==> src/rtl/aes_pkg.sv <==
// Shared constants and types for the AES bus controller.
// Address map, register bit positions, size codes and FSM states.
package aes_pkg;

    localparam logic [5:0] ADDR_KEY    = 6'h00;
    localparam logic [5:0] ADDR_DIN    = 6'h10;
    localparam logic [5:0] ADDR_DOUT   = 6'h18;
    localparam logic [5:0] ADDR_CTRL   = 6'h20;
    localparam logic [5:0] ADDR_STATUS = 6'h21;

    localparam int CTRL_DEC    = 2;
    localparam int CTRL_IRQ_EN = 3;
    localparam int CTRL_START  = 15;

    localparam int STAT_BUSY = 0;
    localparam int STAT_DONE = 1;
    localparam int STAT_ERR  = 2;

    localparam logic [1:0] SIZE_128 = 2'd0;
    localparam logic [1:0] SIZE_192 = 2'd1;
    localparam logic [1:0] SIZE_256 = 2'd2;

    typedef enum logic [1:0] {
        ST_IDLE,
        ST_LOAD,
        ST_ARM,
        ST_WAIT
    } state_t;

endpackage

==> src/rtl/aes_bus_ctrl.sv <==
// NEO430 bus front-end for aes_core: word registers, load/busy
// sequencing with timeout, result capture, done/err flags and irq.
module aes_bus_ctrl
    import aes_pkg::*;
#(
    parameter int TIMEOUT_CYCLES = 63
) (
    input  logic         clk,
    input  logic         rst_i,
    input  logic         bus_en_i,
    input  logic         bus_we_i,
    input  logic [5:0]   bus_addr_i,
    input  logic [15:0]  bus_wdata_i,
    output logic [15:0]  bus_rdata_o,
    output logic         bus_ack_o,
    output logic         irq_o,
    output logic         core_load_o,
    output logic [255:0] core_key_o,
    output logic [127:0] core_data_o,
    output logic [1:0]   core_size_o,
    output logic         core_dec_o,
    input  logic [127:0] core_data_i,
    input  logic         core_busy_i
);

    localparam int CW = $clog2(TIMEOUT_CYCLES + 1);

    state_t         state;
    state_t         state_nxt;
    logic [255:0]   key_q;
    logic [127:0]   din_q;
    logic [127:0]   dout_q;
    logic [1:0]     size_q;
    logic           dec_q;
    logic           irq_en_q;
    logic           done_q;
    logic           err_q;
    logic [CW-1:0]  cnt_q;
    logic           ack_q;
    logic [15:0]    rdata_q;
    logic [15:0]    rdata_nxt;

    logic wr;
    logic rd;
    logic busy;
    logic sel_key;
    logic sel_din;
    logic sel_dout;
    logic sel_ctrl;
    logic sel_stat;
    logic start;
    logic cfg_drop;
    logic wait_done;
    logic wait_tmo;

    assign wr       = bus_en_i & bus_we_i;
    assign rd       = bus_en_i & ~bus_we_i;
    assign busy     = (state != ST_IDLE);
    assign sel_key  = (bus_addr_i[5:4] == ADDR_KEY[5:4]);
    assign sel_din  = (bus_addr_i[5:3] == ADDR_DIN[5:3]);
    assign sel_dout = (bus_addr_i[5:3] == ADDR_DOUT[5:3]);
    assign sel_ctrl = (bus_addr_i == ADDR_CTRL);
    assign sel_stat = (bus_addr_i == ADDR_STATUS);

    assign start    = wr & sel_ctrl & bus_wdata_i[CTRL_START] & ~busy;
    assign cfg_drop = wr & (sel_key | sel_din | sel_ctrl) & busy;

    // Busy low wins over a simultaneous timeout.
    assign wait_done = (state == ST_WAIT) & ~core_busy_i;
    assign wait_tmo  = (state == ST_WAIT) & core_busy_i &
                       (cnt_q == CW'(TIMEOUT_CYCLES - 1));

    always_ff @(posedge clk) begin
        if (rst_i) begin
            state <= ST_IDLE;
        end else begin
            state <= state_nxt;
        end
    end

    always_comb begin
        state_nxt = state;
        unique case (state)
            ST_IDLE: if (start) state_nxt = ST_LOAD;
            ST_LOAD: state_nxt = ST_ARM;
            ST_ARM:  state_nxt = ST_WAIT;
            ST_WAIT: if (wait_done || wait_tmo) state_nxt = ST_IDLE;
            default: state_nxt = ST_IDLE;
        endcase
    end

    always_ff @(posedge clk) begin
        if (rst_i) begin
            key_q    <= '0;
            din_q    <= '0;
            dout_q   <= '0;
            size_q   <= SIZE_128;
            dec_q    <= 1'b0;
            irq_en_q <= 1'b0;
            done_q   <= 1'b0;
            err_q    <= 1'b0;
            cnt_q    <= '0;
            ack_q    <= 1'b0;
            rdata_q  <= '0;
        end else begin
            ack_q   <= bus_en_i;
            rdata_q <= rdata_nxt;

            if (wr && !busy) begin
                if (sel_key)
                    key_q[{~bus_addr_i[3:0], 4'b0000} +: 16] <= bus_wdata_i;
                if (sel_din)
                    din_q[{~bus_addr_i[2:0], 4'b0000} +: 16] <= bus_wdata_i;
                if (sel_ctrl) begin
                    size_q   <= bus_wdata_i[1:0];
                    dec_q    <= bus_wdata_i[CTRL_DEC];
                    irq_en_q <= bus_wdata_i[CTRL_IRQ_EN];
                end
            end

            // Software clear first so a same-cycle hardware set overrides it.
            if (start) begin
                done_q <= 1'b0;
                err_q  <= 1'b0;
            end else begin
                if (wr && sel_stat && bus_wdata_i[STAT_DONE]) done_q <= 1'b0;
                if (wr && sel_stat && bus_wdata_i[STAT_ERR])  err_q  <= 1'b0;
                if (wait_done)             done_q <= 1'b1;
                if (wait_tmo || cfg_drop)  err_q  <= 1'b1;
            end

            if (wait_done) dout_q <= core_data_i;

            if (state == ST_ARM)       cnt_q <= '0;
            else if (state == ST_WAIT) cnt_q <= cnt_q + 1'b1;
        end
    end

    always_comb begin
        rdata_nxt = '0;
        if (rd) begin
            unique case (1'b1)
                sel_key:  rdata_nxt = key_q[{~bus_addr_i[3:0], 4'b0000} +: 16];
                sel_din:  rdata_nxt = din_q[{~bus_addr_i[2:0], 4'b0000} +: 16];
                sel_dout: rdata_nxt = dout_q[{~bus_addr_i[2:0], 4'b0000} +: 16];
                sel_ctrl: begin
                    rdata_nxt[1:0]         = size_q;
                    rdata_nxt[CTRL_DEC]    = dec_q;
                    rdata_nxt[CTRL_IRQ_EN] = irq_en_q;
                end
                sel_stat: begin
                    rdata_nxt[STAT_BUSY] = busy;
                    rdata_nxt[STAT_DONE] = done_q;
                    rdata_nxt[STAT_ERR]  = err_q;
                end
                default: rdata_nxt = '0;
            endcase
        end
    end

    assign bus_rdata_o = rdata_q;
    assign bus_ack_o   = ack_q;
    assign irq_o       = done_q & irq_en_q;
    assign core_load_o = (state == ST_LOAD);
    assign core_key_o  = key_q;
    assign core_data_o = din_q;
    assign core_size_o = size_q;
    assign core_dec_o  = dec_q;

endmodule

==> config.mk <==
export PLATFORM = sky130hd
export DESIGN_NAME = aes_bus_ctrl
export DESIGN_NICKNAME = d
export VERILOG_FILES = /design/src/rtl/aes_pkg.sv /design/src/rtl/aes_bus_ctrl.sv
export SDC_FILE = /design/constraint.sdc
export NUM_CORES = 1
export LEC_CHECK = 0
export BUFFER_PORTS_ARGS = -buffer_cell sky130_fd_sc_hd__buf_2
export CAP_MARGIN = 20
export CORE_AREA = 2 2 219 221
export DETAILED_ROUTE_END_ITERATION = 8
export DIE_AREA = 0 0 221 223
export PLACE_DENSITY_LB_ADDON = 0.25
export SLEW_MARGIN = 5
export SYNTH_ARGS = -nofsm -noshare
export SYNTH_HDL_FRONTEND = slang
export SYNTH_SLANG_ARGS = --single-unit
==> constraint.sdc <==
create_clock -name clk -period 9.28 [get_ports clk]
set_input_delay 1.856 -clock clk [delete_from_list [all_inputs] [get_ports clk]]
set_output_delay 1.856 -clock clk [all_outputs]
set_load 0.01 [all_outputs]
==> results.json, run 1 <==
{
  "status": "complete, no violations",
  "drt-met1-wl_um": 36700,
  "path_class": "input pin to flip-flop",
  "post-cts-setup-buffers": 0,
  "p_per_area_nw_per_um2": 174,
  "p_leak_nw": 11.9,
  "drc": 0,
  "clkPwrFrac_pct": 47.5,
  "area_delta_synth_final_pct": 19.8,
  "hold_start": "dout_q[84]",
  "synth.distinct_cells": 57,
  "grt_usage_pct": 36.2,
  "dp_cells": 3603,
  "die_w_um": 221,
  "hold_viol": 0,
  "synth_flop_cell": "dfxtp_1",
  "drtAntennaViolNets": 0,
  "cts_tree": "built",
  "wl_um": 93700,
  "synth_edf_count": 0,
  "syn_area_per_cell_um2": 9.01,
  "final_cell_mix": "nand2_1, buf_2, dfxtp_1",
  "wire_per_inst_um": 25.2,
  "clockBufferDepth": 3,
  "antenna_found_initial": 5,
  "holdPathEnd": "dout_q[84]",
  "regArea_um2": 10900,
  "reg2reg_slack_ns": 6.35,
  "nNetsFinal": 3217,
  "drv_slew": 0,
  "met3_length_um": 10400,
  "path_clk_slew_ns": 0.06,
  "worst_pin_slew_ns": 1.14,
  "design.die.area_um2": 49300,
  "num_vias": 22700,
  "synth_area_um2": 24000,
  "syn-num-nets": 2833,
  "rows": 80,
  "start_util_pct": 50.9,
  "cp_data_arrival_time_ns": 5.43,
  "fmax_mhz": 201,
  "synth_area_leaders": "dfxtp_1, mux4_2, nand2_1",
  "fin_skew_ns": 0.0154,
  "power_frac_comb_pct": 5.8,
  "fp.dieH_um": 223,
  "fin_util_pct": 61.0,
  "htreeDepth": 2,
  "crit_fanout": 61,
  "synth_warnings": 0,
  "io_pins": 561,
  "reg2reg_from": "state[0]",
  "period_needed_ns": 4.98,
  "coreArea_um2": 47100,
  "cp_data_required_time_ns": 9.73,
  "highest_layer": "met5",
  "grt_max_degree": 173,
  "rsz0062_at_grt": "no",
  "syn_inst": 2665,
  "ys_seq_area_share_pct": 45.3,
  "grt_pass1_wl_um": 136000,
  "yosysTopAreaCell": "dfxtp_1",
  "layout_commonest_cell": "nand2_1",
  "cts_hold_buf": 0,
  "p_int_mw": 3.81,
  "fin_cells": 3712,
  "clockRootBuffer": "clkbuf_16",
  "gp_congestion": 0.969,
  "seq_power_share_pct": 46.6,
  "clock_sinks": 543,
  "crit_path_end_kind": "flip-flop",
  "vias_per_cell": 6.11,
  "critPathLaunchType": "input pin",
  "first_pass_iters": 7,
  "numCtsBuffers": 56,
  "drive_gt1_share_pct": 27.0,
  "tns_ns": 0,
  "grt_pass1_vias": 21200,
  "synth_top_area_share_pct": 45.3,
  "irDropWorstVdd_v": 0.000157,
  "clk_latency_ns": 0.62,
  "dp_hpwl_um": 66300,
  "hold_depth": 2,
  "switchingPower_mw": 1.20,
  "setup_viol": 0,
  "fillCellCount": 4068,
  "async_flop_share_pct": 0,
  "multi_input_area_um2": 12100,
  "post_cts_resized": 0,
  "portBuffers": 560,
  "min_period_over_period_pct": 53.6,
  "max-slew-margin-rel_pct": 23.7,
  "synth-seq-cells": 543,
  "r2r-end": "core_key_o[209]",
  "swShare_pct": 23.9,
  "dr_wl_met2_um": 42800,
  "grt-ovfl-total": 0,
  "reg2reg_depth": 7,
  "dr.first_iter.drc_count": 2914,
  "hp-class": "flip-flop to flip-flop",
  "drv_cap": 0
}
-- sequential cells by signal, indices dropped and copies added (netlist names) --
name	flops
bus_ack_o	1
bus_rdata_o	16
cnt_q	6
core_data_o	128
core_dec_o	1
core_key_o	256
core_size_o	2
done_q	1
dout_q	128
err_q	1
irq_en_q	1
state	2
-- per-layer routing --
layer	global-route usage (%)	up-vias
met3	9.32	196
met4	14.4	4
met1	48.1	11100
met2	56.4	1412
li1	-	9986
met5	0	-
-- how the worst max path moves through the flow --
stage / start / endpoint / cells after the start
6_report: bus_addr_i[2] / core_key_o[33] / 7
5_1_grt: bus_addr_i[2] / core_key_o[144] / 7
4_1_cts: bus_addr_i[2] / core_key_o[208] / 6
3_5_place_dp: bus_addr_i[2] / core_key_o[209] / 6
3_3_place_gp: bus_addr_i[2] / core_key_o[209] / 6
2_1_floorplan: bus_addr_i[1] / core_key_o[134] / 12
-- layout make-up --
| type | count | area share (%) |
|---|---|---|
| tap | 615 | 2.68 |
| timing repair buffer | 587 | 10.8 |
| clock inverter | 22 | 0.996 |
| inverter | 7 | 0.0914 |
| clock buffer | 81 | 5.72 |
| multi-input combinational | 1854 | 41.9 |
| antenna | 3 | 0.0261 |
| sequential | 543 | 37.8 |
-- worst max-delay path: stages --
cell      delay, ns
buf_4          0.70
ha_1           0.61
clkinv_1       0.48
nor4_4         0.70
nand3_2        0.60
mux2i_1        0.35
nor2_1         0.07
-- kinds of logic after synthesis --
| family | count (synthesis) | synth area share, % |
|---|---|---|
| AND/OR/NAND/NOR | 1097 | 20.0 |
| flip-flops | 543 | 45.3 |
| AO/OA/AOI/OAI | 433 | 9.41 |
| multiplexers | 305 | 19.7 |
| buffers and inverters | 268 | 4.78 |
| adder cells (fa/ha/maj) | 13 | 0.677 |
| XOR/XNOR | 6 | 0.219 |
-- cell usage after synthesis, types with 2 or more instances --
master and number:
a21oi_1 391, nand2b_1 3, nor2b_1 9, nand3b_1 3, xnor2_1 2, nor4_4 5
nor2_1 156, buf_6 6, nand2_1 624, dfxtp_1 543, mux4_2 134, nand4b_1 3
and2_1 30, nor3_2 2, ha_1 13, and4_1 3, buf_2 40, clkbuf_2 5
nand3_2 5, o21ai_0 2, a22o_1 2, nand4_1 18, nor3b_1 2, clkbuf_1 192
a211oi_1 2, xor2_1 4, a2111oi_0 3, or4_1 2, a31oi_1 6, inv_1 6
nand3_1 206, o22ai_1 12, a22oi_1 8, buf_4 10, nor4_1 2, mux2i_1 171
and3_1 14, buf_1 7
-- power by group through the flow --
| stage | clock, mW | sequential (mW) | combinational, mW |
|---|---|---|---|
| after floorplan | 0 | 2.39 | 0.175 |
| after global placement | 0 | 2.39 | 0.275 |
| after detailed placement | 0 | 2.39 | 0.281 |
| after CTS | 2.39 | 2.34 | 0.282 |
| after global routing | 2.48 | 2.33 | 0.304 |
| final | 2.38 | 2.34 | 0.292 |
-- per-stage QoR --
step | area [um2] | hold WS (ns) | total power, mW | worst slack (ns)
2_1_floorplan | 24000 | 0.433 | 2.56 | 4.54
3_3_place_gp | 26700 | 0.440 | 2.66 | 3.71
3_5_place_dp | 26800 | 0.445 | 2.67 | 3.66
4_1_cts | 28700 | 0.453 | 5.01 | 4.30
5_1_grt | 28800 | 0.467 | 5.12 | 4.13
6_report | 28800 | 0.453 | 5.01 | 4.30
(Power assumes the default switching activity.)
==> run 2: changes to the inputs <==
--- a/config.mk
+++ b/config.mk
@@ -7,9 +7,9 @@
 export LEC_CHECK = 0
 export BUFFER_PORTS_ARGS = -buffer_cell sky130_fd_sc_hd__buf_2
 export CAP_MARGIN = 20
-export CORE_AREA = 2 2 219 221
+export CORE_AREA = 2 2 221 223
 export DETAILED_ROUTE_END_ITERATION = 8
-export DIE_AREA = 0 0 221 223
+export DIE_AREA = 0 0 223 225
 export PLACE_DENSITY_LB_ADDON = 0.25
 export SLEW_MARGIN = 5
 export SYNTH_ARGS = -nofsm -noshare
==> constraint.sdc (replaced) <==
create_clock -name clk -period 4.84 [get_ports clk]
set_input_delay 0.968 -clock clk [delete_from_list [all_inputs] [get_ports clk]]
set_output_delay 0.968 -clock clk [all_outputs]
set_load 0.01 [all_outputs]
==> run 2 against run 1 <==
Net effect:
- clock power up 87%
- clock-buffer cell count is 2 lower
- sequential share of layout area is essentially flat
- core utilization shrank 0.44 points
- total power is 90% higher
- critical path depth rose by 1
- critical path type unchanged
- largest cell class unchanged
- highest routed layer unchanged
==> results.json, run 2 (same netlist as run 1, synthesis figures left out) <==
{
  "rsz0062_at_grt": "no",
  "grt-ovfl-total": 0,
  "swShare_pct": 24.1,
  "setup_viol": 0,
  "die_w_um": 223,
  "min_period_over_period_pct": 72.8,
  "fmax_mhz": 284,
  "numCtsBuffers": 56,
  "hp-class": "flip-flop to flip-flop",
  "io_pins": 561,
  "grt_use_met3_pct": 9.34,
  "seq_power_share_pct": 47.1,
  "dr.first_iter.drc_count": 2901,
  "drive_gt1_share_pct": 27.4,
  "fin_cells": 3729,
  "coreArea_um2": 47500,
  "area_delta_synth_final_pct": 19.9,
  "p_int_mw": 7.22,
  "design.die.area_um2": 50200,
  "grt_util_met1_pct": 48.6,
  "wl_um": 94700,
  "dp_cells": 3623,
  "post_cts_resized": 0,
  "post-cts-setup-buffers": 0,
  "critPathLaunchType": "input pin",
  "irDropWorstVdd_v": 0.000318,
  "p_per_area_nw_per_um2": 330,
  "clockBufferDepth": 3,
  "vias_per_cell": 6.12,
  "fp.dieH_um": 225,
  "cp_data_required_time_ns": 5.32,
  "nNetsFinal": 3234,
  "crit_fanout": 43,
  "clk_latency_ns": 0.63,
  "drtAntennaViolNets": 0,
  "drc": 0,
  "dp_hpwl_um": 67600,
  "grt_max_degree": 206,
  "p_leak_nw": 11.9,
  "rows": 80,
  "antenna_found_initial": 3,
  "fin_skew_ns": 0.0205,
  "switchingPower_mw": 2.29,
  "num_vias": 22800,
  "tns_ns": 0,
  "gp_congestion": 0.965,
  "drv_cap": 0,
  "final_cell_mix": "nand2_1, buf_2, dfxtp_1",
  "grt_pass1_wl_um": 137000,
  "hold_viol": 0,
  "clkPwrFrac_pct": 46.9,
  "layout_commonest_cell": "nand2_1",
  "cp_data_arrival_time_ns": 4.01,
  "drv_slew": 0,
  "path_clk_slew_ns": 0.06,
  "start_util_pct": 50.5,
  "max-slew-margin-rel_pct": 24.2,
  "fillCellCount": 4139,
  "portBuffers": 560,
  "wire_per_inst_um": 25.4,
  "power_frac_comb_pct": 6.0,
  "htreeDepth": 2,
  "status": "complete, no violations",
  "period_needed_ns": 3.53,
  "cts_hold_buf": 0,
  "path_class": "input pin to flip-flop",
  "cts_tree": "built",
  "worst_pin_slew_ns": 1.14,
  "clock_sinks": 543,
  "grt_pass1_vias": 21000,
  "grt_usage_pct": 36.4,
  "largest_reg_flops": 256,
  "clockRootBuffer": "clkbuf_16",
  "grt_busiest_layer": "met2",
  "first_pass_iters": 6,
  "crit_path_end_kind": "flip-flop",
  "grtUsageMet2_pct": 55.8
}
## run 2: final cells by class
type / count / area, um2 / share of cell area (%)
Antenna cell: 2 / 5.00 / 0.0174
Clock buffer: 79 / 1610 / 5.59
Clock inverter: 25 / 272 / 0.943
Multi-Input combinational cell: 1854 / 12100 / 41.8
Sequential cell: 543 / 10900 / 37.7
Timing Repair Buffer: 604 / 3200 / 11.1
Inverter: 7 / 26.3 / 0.0912
Tap cell: 615 / 769 / 2.67
## run 2: stage by stage
| stage | total power, mW | setup slack [ns] | instance area (um2) | utilization (%) | hold WS (ns) |
|---|---|---|---|---|---|
| after floorplan | 4.91 | 0.991 | 24000 | - | 0.433 |
| after global placement | 5.13 | 0.856 | 26900 | 56.6 | 0.439 |
| after detailed placement | 5.13 | 0.745 | 26900 | 56.6 | 0.447 |
| after CTS | 9.53 | 1.37 | 28800 | 60.6 | 0.454 |
| after global routing | 9.72 | 1.10 | 28800 | 60.6 | 0.473 |
| final | 9.51 | 1.31 | 28800 | 60.6 | 0.455 |
## run 2: worst paths after layout
check	end	cells after the start	slack (ns)	from
worst max-delay path	core_key_o[37]	8	1.31	bus_addr_i[0]
worst min-delay path	dout_q[103]	2	0.45	dout_q[103]
worst max register to register	core_data_o[67]	7	1.93	state[0]
worst min register to register	dout_q[103]	2	0.45	dout_q[103]
## run 2: worst max-delay path, cell delays in order
cell	delay, ns
buf_8	0.21
ha_1	0.27
ha_1	0.42
clkinv_1	0.37
nor4_4	0.66
nand3_2	0.64
mux2i_1	0.38
nor2_1	0.06
## run 2: layer usage
metal  routed length (um)  vias up
li1                     -    10000
met1                36700    11100
met2                42100     1505
met3                11200      214
met4                 4640        4
met5                   25        -
## run 2: power by group through the flow
stage	sequential (mW)	combinational (mW)	clock, mW
5_1_grt	4.48	0.590	4.66
4_1_cts	4.48	0.556	4.49
2_1_floorplan	4.58	0.336	0
6_report	4.48	0.569	4.46
3_5_place_dp	4.58	0.554	0
3_3_place_gp	4.58	0.549	0
